`src/rtl/silencer_pkg.sv`:
```
// Shared types and constants for the silencer step scheduling slice.
// Holds the scheduler state encoding, divider latency and default completion steps.
package silencer_pkg;

    typedef enum logic [1:0] {
        IDLE,
        FETCH,
        STREAM,
        GUARD_WAIT
    } state_t;

    localparam int DIVIDER_LATENCY     = 6;
    localparam int DEF_STEPS_INTENSITY = 10;
    localparam int DEF_STEPS_PHASE     = 40;

    // A zero divisor would stall the step calculator, so zero becomes one.
    function automatic logic [7:0] clamp_steps(input logic [7:0] steps);
        return (steps == 8'd0) ? 8'd1 : steps;
    endfunction

endpackage

```
`src/rtl/step_config_latch.sv`:
```
// Captures completion-step requests that arrive mid-burst and releases them once
// the scheduler is idle; a fresh request seen in idle takes precedence over a pending one.
module step_config_latch
    import silencer_pkg::*;
(
    input  logic       CLK,
    input  logic       RST,
    input  logic       is_idle,
    input  logic       config_valid,
    input  logic [7:0] cfg_intensity,
    input  logic [7:0] cfg_phase,
    output logic       apply,
    output logic [7:0] apply_intensity,
    output logic [7:0] apply_phase
);

    logic       pending;
    logic [7:0] pend_intensity;
    logic [7:0] pend_phase;

    always_ff @(posedge CLK or posedge RST) begin
        if (RST) begin
            pending        <= 1'b0;
            pend_intensity <= 8'd1;
            pend_phase     <= 8'd1;
        end else if (is_idle) begin
            pending <= 1'b0;
        end else if (config_valid) begin
            pending        <= 1'b1;
            pend_intensity <= clamp_steps(cfg_intensity);
            pend_phase     <= clamp_steps(cfg_phase);
        end
    end

    always_comb begin
        apply           = is_idle && (config_valid || pending);
        apply_intensity = config_valid ? clamp_steps(cfg_intensity) : pend_intensity;
        apply_phase     = config_valid ? clamp_steps(cfg_phase)     : pend_phase;
    end

endmodule

```
`src/rtl/step_scheduler.sv`:
```
// Streams DEPTH transducer entries from source memory to the step calculator per UPDATE,
// then idles for GUARD cycles so the divider pipeline drains before the next burst.
module step_scheduler
    import silencer_pkg::*;
#(
    parameter int DEPTH                   = 249,
    parameter int GUARD                   = DIVIDER_LATENCY + 2,
    parameter int DEFAULT_STEPS_INTENSITY = DEF_STEPS_INTENSITY,
    parameter int DEFAULT_STEPS_PHASE     = DEF_STEPS_PHASE
) (
    input  logic        CLK,
    input  logic        RST,
    input  logic        UPDATE,
    input  logic        CONFIG_VALID,
    input  logic [7:0]  CONFIG_STEPS_INTENSITY,
    input  logic [7:0]  CONFIG_STEPS_PHASE,
    output logic [7:0]  SRC_ADDR,
    input  logic [7:0]  SRC_INTENSITY,
    input  logic [7:0]  SRC_PHASE,
    output logic        DOUT_VALID,
    output logic [7:0]  INTENSITY,
    output logic [7:0]  PHASE,
    output logic [7:0]  COMPLETION_STEPS_INTENSITY,
    output logic [7:0]  COMPLETION_STEPS_PHASE,
    output logic        BUSY,
    output logic        OVERRUN,
    output logic [15:0] OVERRUN_COUNT
);

    localparam logic [7:0] LAST_ADDR   = 8'(DEPTH - 1);
    localparam logic [8:0] STREAM_LAST = 9'(DEPTH - 1);
    localparam logic [8:0] GUARD_LAST  = 9'(GUARD - 1);

    state_t     state;
    state_t     state_next;
    logic [8:0] cnt;
    logic       is_idle;
    logic       cfg_apply;
    logic [7:0] cfg_intensity;
    logic [7:0] cfg_phase;

    assign is_idle = (state == IDLE);
    assign BUSY    = !is_idle;
    assign OVERRUN = UPDATE && !is_idle;

    always_ff @(posedge CLK or posedge RST) begin
        if (RST) state <= IDLE;
        else     state <= state_next;
    end

    always_comb begin
        state_next = state;
        case (state)
            IDLE:       if (UPDATE) state_next = FETCH;
            FETCH:      state_next = STREAM;
            STREAM:     if (cnt == STREAM_LAST) state_next = GUARD_WAIT;
            GUARD_WAIT: if (cnt == GUARD_LAST) state_next = IDLE;
            default:    state_next = IDLE;
        endcase
    end

    // Counter restarts on every state change so it measures time within STREAM and GUARD_WAIT.
    always_ff @(posedge CLK or posedge RST) begin
        if (RST) begin
            cnt      <= 9'd0;
            SRC_ADDR <= 8'd0;
        end else begin
            if (is_idle || state_next != state) cnt <= 9'd0;
            else                                cnt <= cnt + 9'd1;

            if (is_idle && UPDATE)
                SRC_ADDR <= 8'd0;
            else if ((state == FETCH || state == STREAM) && SRC_ADDR != LAST_ADDR)
                SRC_ADDR <= SRC_ADDR + 8'd1;
        end
    end

    // Source data lags its address by one cycle, so each STREAM cycle sees the previous fetch.
    always_ff @(posedge CLK or posedge RST) begin
        if (RST) begin
            DOUT_VALID <= 1'b0;
            INTENSITY  <= 8'd0;
            PHASE      <= 8'd0;
        end else begin
            DOUT_VALID <= (state == STREAM);
            if (state == STREAM) begin
                INTENSITY <= SRC_INTENSITY;
                PHASE     <= SRC_PHASE;
            end
        end
    end

    always_ff @(posedge CLK or posedge RST) begin
        if (RST) begin
            OVERRUN_COUNT <= 16'd0;
        end else if (OVERRUN && OVERRUN_COUNT != 16'hFFFF) begin
            OVERRUN_COUNT <= OVERRUN_COUNT + 16'd1;
        end
    end

    step_config_latch u_config_latch (
        .CLK             (CLK),
        .RST             (RST),
        .is_idle         (is_idle),
        .config_valid    (CONFIG_VALID),
        .cfg_intensity   (CONFIG_STEPS_INTENSITY),
        .cfg_phase       (CONFIG_STEPS_PHASE),
        .apply           (cfg_apply),
        .apply_intensity (cfg_intensity),
        .apply_phase     (cfg_phase)
    );

    always_ff @(posedge CLK or posedge RST) begin
        if (RST) begin
            COMPLETION_STEPS_INTENSITY <= 8'(DEFAULT_STEPS_INTENSITY);
            COMPLETION_STEPS_PHASE     <= 8'(DEFAULT_STEPS_PHASE);
        end else if (cfg_apply) begin
            COMPLETION_STEPS_INTENSITY <= cfg_intensity;
            COMPLETION_STEPS_PHASE     <= cfg_phase;
        end
    end

endmodule

```
`config.mk`:
```
export PLATFORM = sky130hd
export DESIGN_NAME = step_scheduler
export DESIGN_NICKNAME = d
export VERILOG_FILES = /design/src/rtl/silencer_pkg.sv /design/src/rtl/step_config_latch.sv /design/src/rtl/step_scheduler.sv
export SDC_FILE = /design/constraint.sdc
export NUM_CORES = 1
export LEC_CHECK = 0
export CORE_MARGIN = 2
export CORE_UTILIZATION = 46
export CTS_BUF_LIST = sky130_fd_sc_hd__clkbuf_8
export CTS_CLUSTER_DIAMETER = 100
export DETAILED_ROUTE_END_ITERATION = 8
export PLACE_DENSITY_LB_ADDON = 0.05
export SYNTH_ARGS = -nofsm -noshare
export SYNTH_HDL_FRONTEND = slang
export SYNTH_SLANG_ARGS = --single-unit
```
`constraint.sdc`:
```
create_clock -name CLK -period 2.58 [get_ports CLK]
set_input_delay 0.516 -clock CLK [delete_from_list [all_inputs] [get_ports CLK]]
set_output_delay 0.516 -clock CLK [all_outputs]
set_load 0.05 [all_outputs]
```
==> results of run 1 <==
tightest hold or removal path, delay by kind of cell (launching register included):
kind / cells / cell delay, ns
AND/OR/NAND/NOR: 2 / 0.11
flip-flops: 1 / 0.34
worst paths after layout:
path	endpoint	slack (ns)	depth (start not counted)
max reg2reg	cnt[6]	0.51	7
min	u_config_latch.pend_phase[4]	0.48	2
min reg2reg	u_config_latch.pend_phase[4]	0.48	2
min in group asynchronous	u_config_latch.pend_intensity[5]	0.58	2
max	OVERRUN	0.19	6
max in group asynchronous	OVERRUN_COUNT[4]	1.42	3
cell families after synthesis:
| family | count (synthesis) |
|---|---|
| xor+xnor | 27 |
| fa+ha+maj | 9 |
| flops | 85 |
| mux | 32 |
| compound gates | 36 |
| buf+inv | 24 |
| simple gates | 153 |
flip-flops by register name, indices dropped and copies added (netlist names):
register                       count
SRC_ADDR                           8
INTENSITY                          8
u_config_latch.pend_intensity      8
PHASE                              8
u_config_latch.pend_phase          8
COMPLETION_STEPS_INTENSITY         8
state                              2
DOUT_VALID                         1
COMPLETION_STEPS_PHASE             8
u_config_latch.pending             1
OVERRUN_COUNT                     16
cnt                                9
report_power, final:
part | switching (µW) | internal (µW) | leakage, µW
Combinational | 2210 | 1260 | 0.00122
Clock | 468 | 372 | 0.0000857
Sequential | 359 | 1870 | 0.00106
Total | 3030 | 3500 | 0.00237
through the flow:
| stage | total power (µW) | instance area (µm²) | hold slack [ns] |
|---|---|---|---|
| 4_1_cts | 6590 | 5250 | 0.481 |
| 3_3_place_gp | 5660 | 5070 | 0.457 |
| 6_report | 6530 | 5250 | 0.479 |
| 2_1_floorplan | 4570 | 3950 | 0.445 |
| 5_1_grt | 6930 | 5250 | 0.498 |
| 3_5_place_dp | 5740 | 5070 | 0.462 |
cell type report:
class | instances | area [µm²]
inverters | 10 | 41.3
fillers | 721 | 3010
clock inverters | 6 | 40.0
well taps | 105 | 131
multi-input cells | 257 | 1710
clock buffers | 10 | 138
flip-flops and latches | 85 | 2130
repair buffers | 103 | 1050
layout by cell type, fill, tap and decap left out, types with 2 or more instances in the layout:
master	instances
xor2_1	22
nand4_1	9
mux2i_1	15
or3_1	2
clkinvlp_4	4
nand3_1	8
inv_1	10
nor4_1	9
and3_1	4
o31ai_1	3
o21ai_0	18
nand2b_1	3
and4_1	2
dfstp_2	6
clkbuf_8	10
buf_4	7
nor2_1	14
a211oi_1	2
mux2_2	16
nand2_1	71
dfrtp_1	79
ha_1	9
xnor2_1	5
buf_12	4
a21oi_1	7
nor3_1	17
clkdlybuf4s50_1	92
nor4b_1	2
layer usage:
layer  vias to the layer above  GRT usage (%)  wire length (µm)
met4                         0           7.98               127
met1                      1473           26.2              3950
li1                       1468              -                 -
met5                         -              0                 0
met2                        72           31.1              4050
met3                        11           2.95               382
==> results.tsv, run 1 <==
stage	metric	value	unit
status	status	complete, no violations	
routing	wl	8520	µm
synthesis	yosys.area.top_type	dfrtp_1	
final_layout	final_util	63.5	%
sta	max-slew-margin-rel	30.1	%
clock_network	cts_hold_buf	0	
synthesis	synth_cell_types	45	
setup_path	critPathKind	flip-flop to output pin	
final_layout	drive_gt1_share	13.2	%
synthesis	synth-xor-area-share	6.00	%
routing	vias	3024	
routing	post_drt_wl_per_cell	14.8	µm
clock_network	cts_resized	0	
clock_network	clockBufferDepth	2	
synthesis	synth_seq_area_share	54.1	%
clock_network	worstSkewPairLatency	0.35	ns
worst_hold_path	worstHoldStart	u_config_latch.pend_phase[4]	
sta	worst_pin_slew	1.05	ns
sta	worst_slack	0.192	ns
final_layout	finalNetCount	511	
setup_path	crit_buf_inv	4	
floorplan	ios	95	
synthesis	synth_top_family_by_area	simple AND/OR/NAND/NOR gates	
worst_hold_path	min_path_type	flip-flop to flip-flop	
clock_network	htree_levels	3	
floorplan	die_h	96.6	µm
floorplan	num_rows	33	
final_layout	final_cells	576	
sta	skew	0.0104	ns
sta	period_needed	2.39	ns
sta	fmax	419	MHz
floorplan	die_x	96.6	µm
synthesis	synthTopCellsByCount	dfrtp_1, nand2_1, xor2_1, o21ai_0, nor3_1	
synthesis	synth_edf_count	0	
clock_network	postCtsSetupBuffers	0	
setup_path	r2r_start	state[0]	
synthesis	synth-seq-cells	85	
global_route	grt_use_total	19.3	%
synthesis	ys.flop_type	dfrtp_1	
final_layout	area_growth	33.0	%
sta	rsz0062_at_grt	no	
synthesis	synth_cells	366	
synthesis	synth_compound_area_share	5.59	%
floorplan	fp.coreArea	8260	µm²
global_route	antenna_found_initial	0	
setup_path	path_common_cell	inv_1	
pwr	p_leak	0.00237	µW
routing	drc	0	
synthesis	ys_warn_count	0	
sta	slew_viol_final	0	
placement	pre_cts_ws	0.315	ns
global_route	grt_pass1_wl	13800	µm
routing	initialDrtViolationCount	61	
global_route	overflow	0	
synthesis	synth_most_common_cell	dfrtp_1	
setup_path	cp_top_family	buffers and inverters	
clock_network	clk_pin_slew	0.08	ns
placement	io_buffers	94	
pwr	p_per_area	1250	nW/µm²
setup_path	worst_path_max_delay_cell	dfrtp_1	
setup_path	cp_cell_sequence	inv_1, ha_1, inv_1, nand2_1, inv_1, buf_12	
global_route	grt_max_degree	39	
clock_network	cts-root-buf	clkbuf_8	
synthesis	syn_area	3940	µm²
placement	place_hpwl	6120	µm
floorplan	die-area	9330	µm²
synthesis	synthMuxAreaShare	8.76	%
setup_path	cp-start-kind	flip-flop	
final_layout	n_antenna_cell	0	
sta	setup_viol	0	
sta	finalHoldViolCount	0	
placement	placed_cells	560	
synthesis	syn-num-nets	411	
pwr	peakVddDrop	882	µV
synthesis	syn_area_per_cell	10.8	µm²
routing	dr.pass1.iters	4	
clock_network	cts_sinks	85	
setup_path	crit_arrival	1.87	ns
clock_network	cts_tree	done	
setup_path	critPathRequiredTime	2.06	ns
setup_path	startpoint	state[0]	
sta	fin_setup_tns	0	ns
setup_path	cp-end-kind	output pin	
placement	globalplace.congestion	0.807	
global_route	grt_pass1_vias	2977	
routing	viasPerCell	5.25	
setup_path	cp_max_fo	6	
routing	ant_nets	0	
synthesis	synth_top_area_share	50.1	%
synthesis	synthArstFlopShare	100	%
synthesis	synth_fa_ha_area_share	2.86	%
setup_path	cpPeakStageDelay	0.45	ns
clock_network	numCtsBuffers	9	
synthesis	yosys.area_share.simple	20.0	%
sta	period_share	92.6	%
floorplan	initial_core_util	47.7	%
synthesis	synth_area_leaders	dfrtp_1, nand2_1, xor2_1	
run	cap_violations	0	
(Power assumes the default switching activity.)
==> run 2: changes to the inputs <==
- CORE_UTILIZATION: 46 -> 59
- DONT_BUFFER_PORTS: default -> 1
==> run 2 against run 1 <==
Compared with the run above:
- the run now ends with design-rule violations left
- final cell count decreased by 18%
- sequential share of layout area increased by 7.9 points
- total power decreased by 8.8%
- worst hold slack got worse by 0.38 ns
- combinational power decreased by 47%
- clock power increased by 13%
- die area decreased by 21%
- critical path depth unchanged
- routed wire length decreased by 13%
==> results.tsv, run 2 (synthesis results as in run 1) <==
stage	metric	value	unit
sta	period_share	86.5	%
final_layout	final_cells	471	
pwr	swShare	49.1	%
global_route	grt_max_degree	50	
clock_network	cts_hold_buf	0	
clock_network	htree_levels	3	
final_layout	n_antenna_cell	0	
status	status	finished, violations left	
pwr	p_per_area	1350	nW/µm²
pwr	p_int	3030	µW
final_layout	multi_input_area	1710	µm²
global_route	antenna_found_initial	0	
clock_network	cts_tree	done	
final_layout	n_fill_cell	508	
setup_path	startpoint	state[0]	
setup_path	cp-start-kind	flip-flop	
pwr	p_sw	2920	µW
placement	placed_cells	455	
status	violations	design-rule violations	
final_layout	area_growth	11.5	%
final_layout	ff_latch_area	2130	µm²
setup_path	r2r-end	cnt[7]	
sta	rsz0062_at_grt	no	
global_route	grt_pass1_vias	2556	
pwr	pwr-share-comb	30.9	%
final_layout	largest_reg_flops	16	
routing	ant_nets	0	
floorplan	ios	95	
sta	max-slew-margin-rel	58.4	%
pwr	peakVddDrop	911	µV
floorplan	die-area	7350	µm²
final_layout	layout_commonest_cell	dfrtp_1	
clock_network	clockBufferDepth	2	
pwr	finalPower	5960	µW
setup_path	rrSetupSlack	0.52	ns
sta	fin_setup_tns	0	ns
global_route	overflow	0	
floorplan	num_rows	29	
setup_path	critPathKind	flip-flop to output pin	
routing	post_drt_wl_per_cell	15.7	µm
sta	finalHoldViolCount	0	
routing	vias	2698	
routing	initialDrtViolationCount	119	
run	cap_violations	0	
sta	finalHoldWorstSlack	0.0963	ns
pwr	p_leak	0.00211	µW
sta	slew_viol_final	0	
final_layout	top_register	OVERRUN_COUNT	
routing	drc	7	
final_layout	layout_common_cells	dfrtp_1, nand2_1, buf_4	
final_layout	top_regs	OVERRUN_COUNT x16, cnt x9	
sta	skew	0.0121	ns
floorplan	die_h	85.7	µm
clock_network	numCtsBuffers	9	
global_route	grt_pass1_wl	12400	µm
setup_path	r2r_start	state[0]	
clock_network	clk_pin_slew	0.09	ns
sta	worst_pin_slew	0.624	ns
routing	dr.pass1.iters	6	
clock_network	cts_sinks	85	
final_layout	finalNetCount	434	
pwr	power_frac_seq	53.2	%
setup_path	cp-end-kind	output pin	
routing	wl	7420	µm
setup_path	crit_arrival	1.72	ns
clock_network	cts_resized	0	
pwr	clkPwrFrac	15.9	%
sta	fmax	448	MHz
floorplan	die_x	85.7	µm
final_layout	drive_gt1_share	19.8	%
placement	globalplace.congestion	0.853	
sta	period_needed	2.23	ns
setup_path	critPathRequiredTime	2.06	ns
routing	viasPerCell	5.73	
setup_path	cp_max_fo	6	
worst_hold_path	min_path_type	input port to asynchronous set/reset pin	
sta	setup_viol	0	
floorplan	initial_core_util	61.4	%
clock_network	postCtsSetupBuffers	0	
clock_network	worstSkewPairLatency	0.36	ns
setup_path	endpoint	OVERRUN	
placement	io_buffers	0	
clock_network	cts-root-buf	clkbuf_8	
floorplan	fp.coreArea	6420	µm²
global_route	grt_use_total	21.4	%
placement	place_hpwl	5200	µm
final_layout	final_util	68.5	%
setup_path	rr_worst_depth	7	
==> run 2: power groups by stage <==
stage	clock (µW)	combinational, µW	sequential (µW)
2_1_floorplan	0	1210	3350
3_3_place_gp	0	1810	3180
3_5_place_dp	0	1860	3200
4_1_cts	967	1870	3170
5_1_grt	1010	2070	3240
6_report	947	1840	3170
==> run 2: stage by stage <==
stage	area, µm²	worst slack [ns]
after global placement	4200	0.658
after floorplan	3950	0.231
after detailed placement	4200	0.529
after global routing	4400	0.232
final	4400	0.348
after CTS	4400	0.323
==> run 2: routing by layer <==
| layer | vias to the layer above | track usage [%] | wire, µm | share of wire, % |
|---|---|---|---|---|
| met1 | 1305 | 30.2 | 3390 | 46 |
| met5 | - | 0 | 0 | 0 |
| met3 | 9 | 6.26 | 410 | 5.5 |
| met2 | 69 | 32.6 | 3530 | 48 |
| li1 | 1315 | - | - | - |
| met4 | 0 | 6.20 | 83 | 1.1 |
==> run 2: final cells by class <==
type,instances,share of cell area (%)
clock buffer,9,2.82
clock inverter,7,1.68
inverter,10,0.939
multi-input combinational,257,38.8
sequential,85,48.5
tap,77,2.19
timing repair buffer,26,5.01
==> run 2: how the worst min path moves through the flow <==
stage                                          start                          endpoint  slack, ns
floorplan           u_config_latch.pend_intensity[1]  u_config_latch.pend_intensity[1]       0.44
global placement        u_config_latch.pend_phase[6]      u_config_latch.pend_phase[6]       0.46
detailed placement  u_config_latch.pend_intensity[7]  u_config_latch.pend_intensity[7]       0.46
CTS                                              RST                            cnt[8]       0.11
global route                                     RST                            cnt[2]       0.12
finish                                           RST                  OVERRUN_COUNT[2]        0.1
==> run 2: critical path: stages (launching register included) <==
cell	delay, ns
dfrtp_1	0.46
inv_1	0.13
ha_1	0.24
inv_1	0.08
nand2_1	0.19
inv_1	0.11
buf_12	0.16
==> run 3: changes to the inputs <==
- CAP_MARGIN: default -> 20
==> results of run 3 <==
No change in the layout: final DEF, timing and power equal those of run 2.
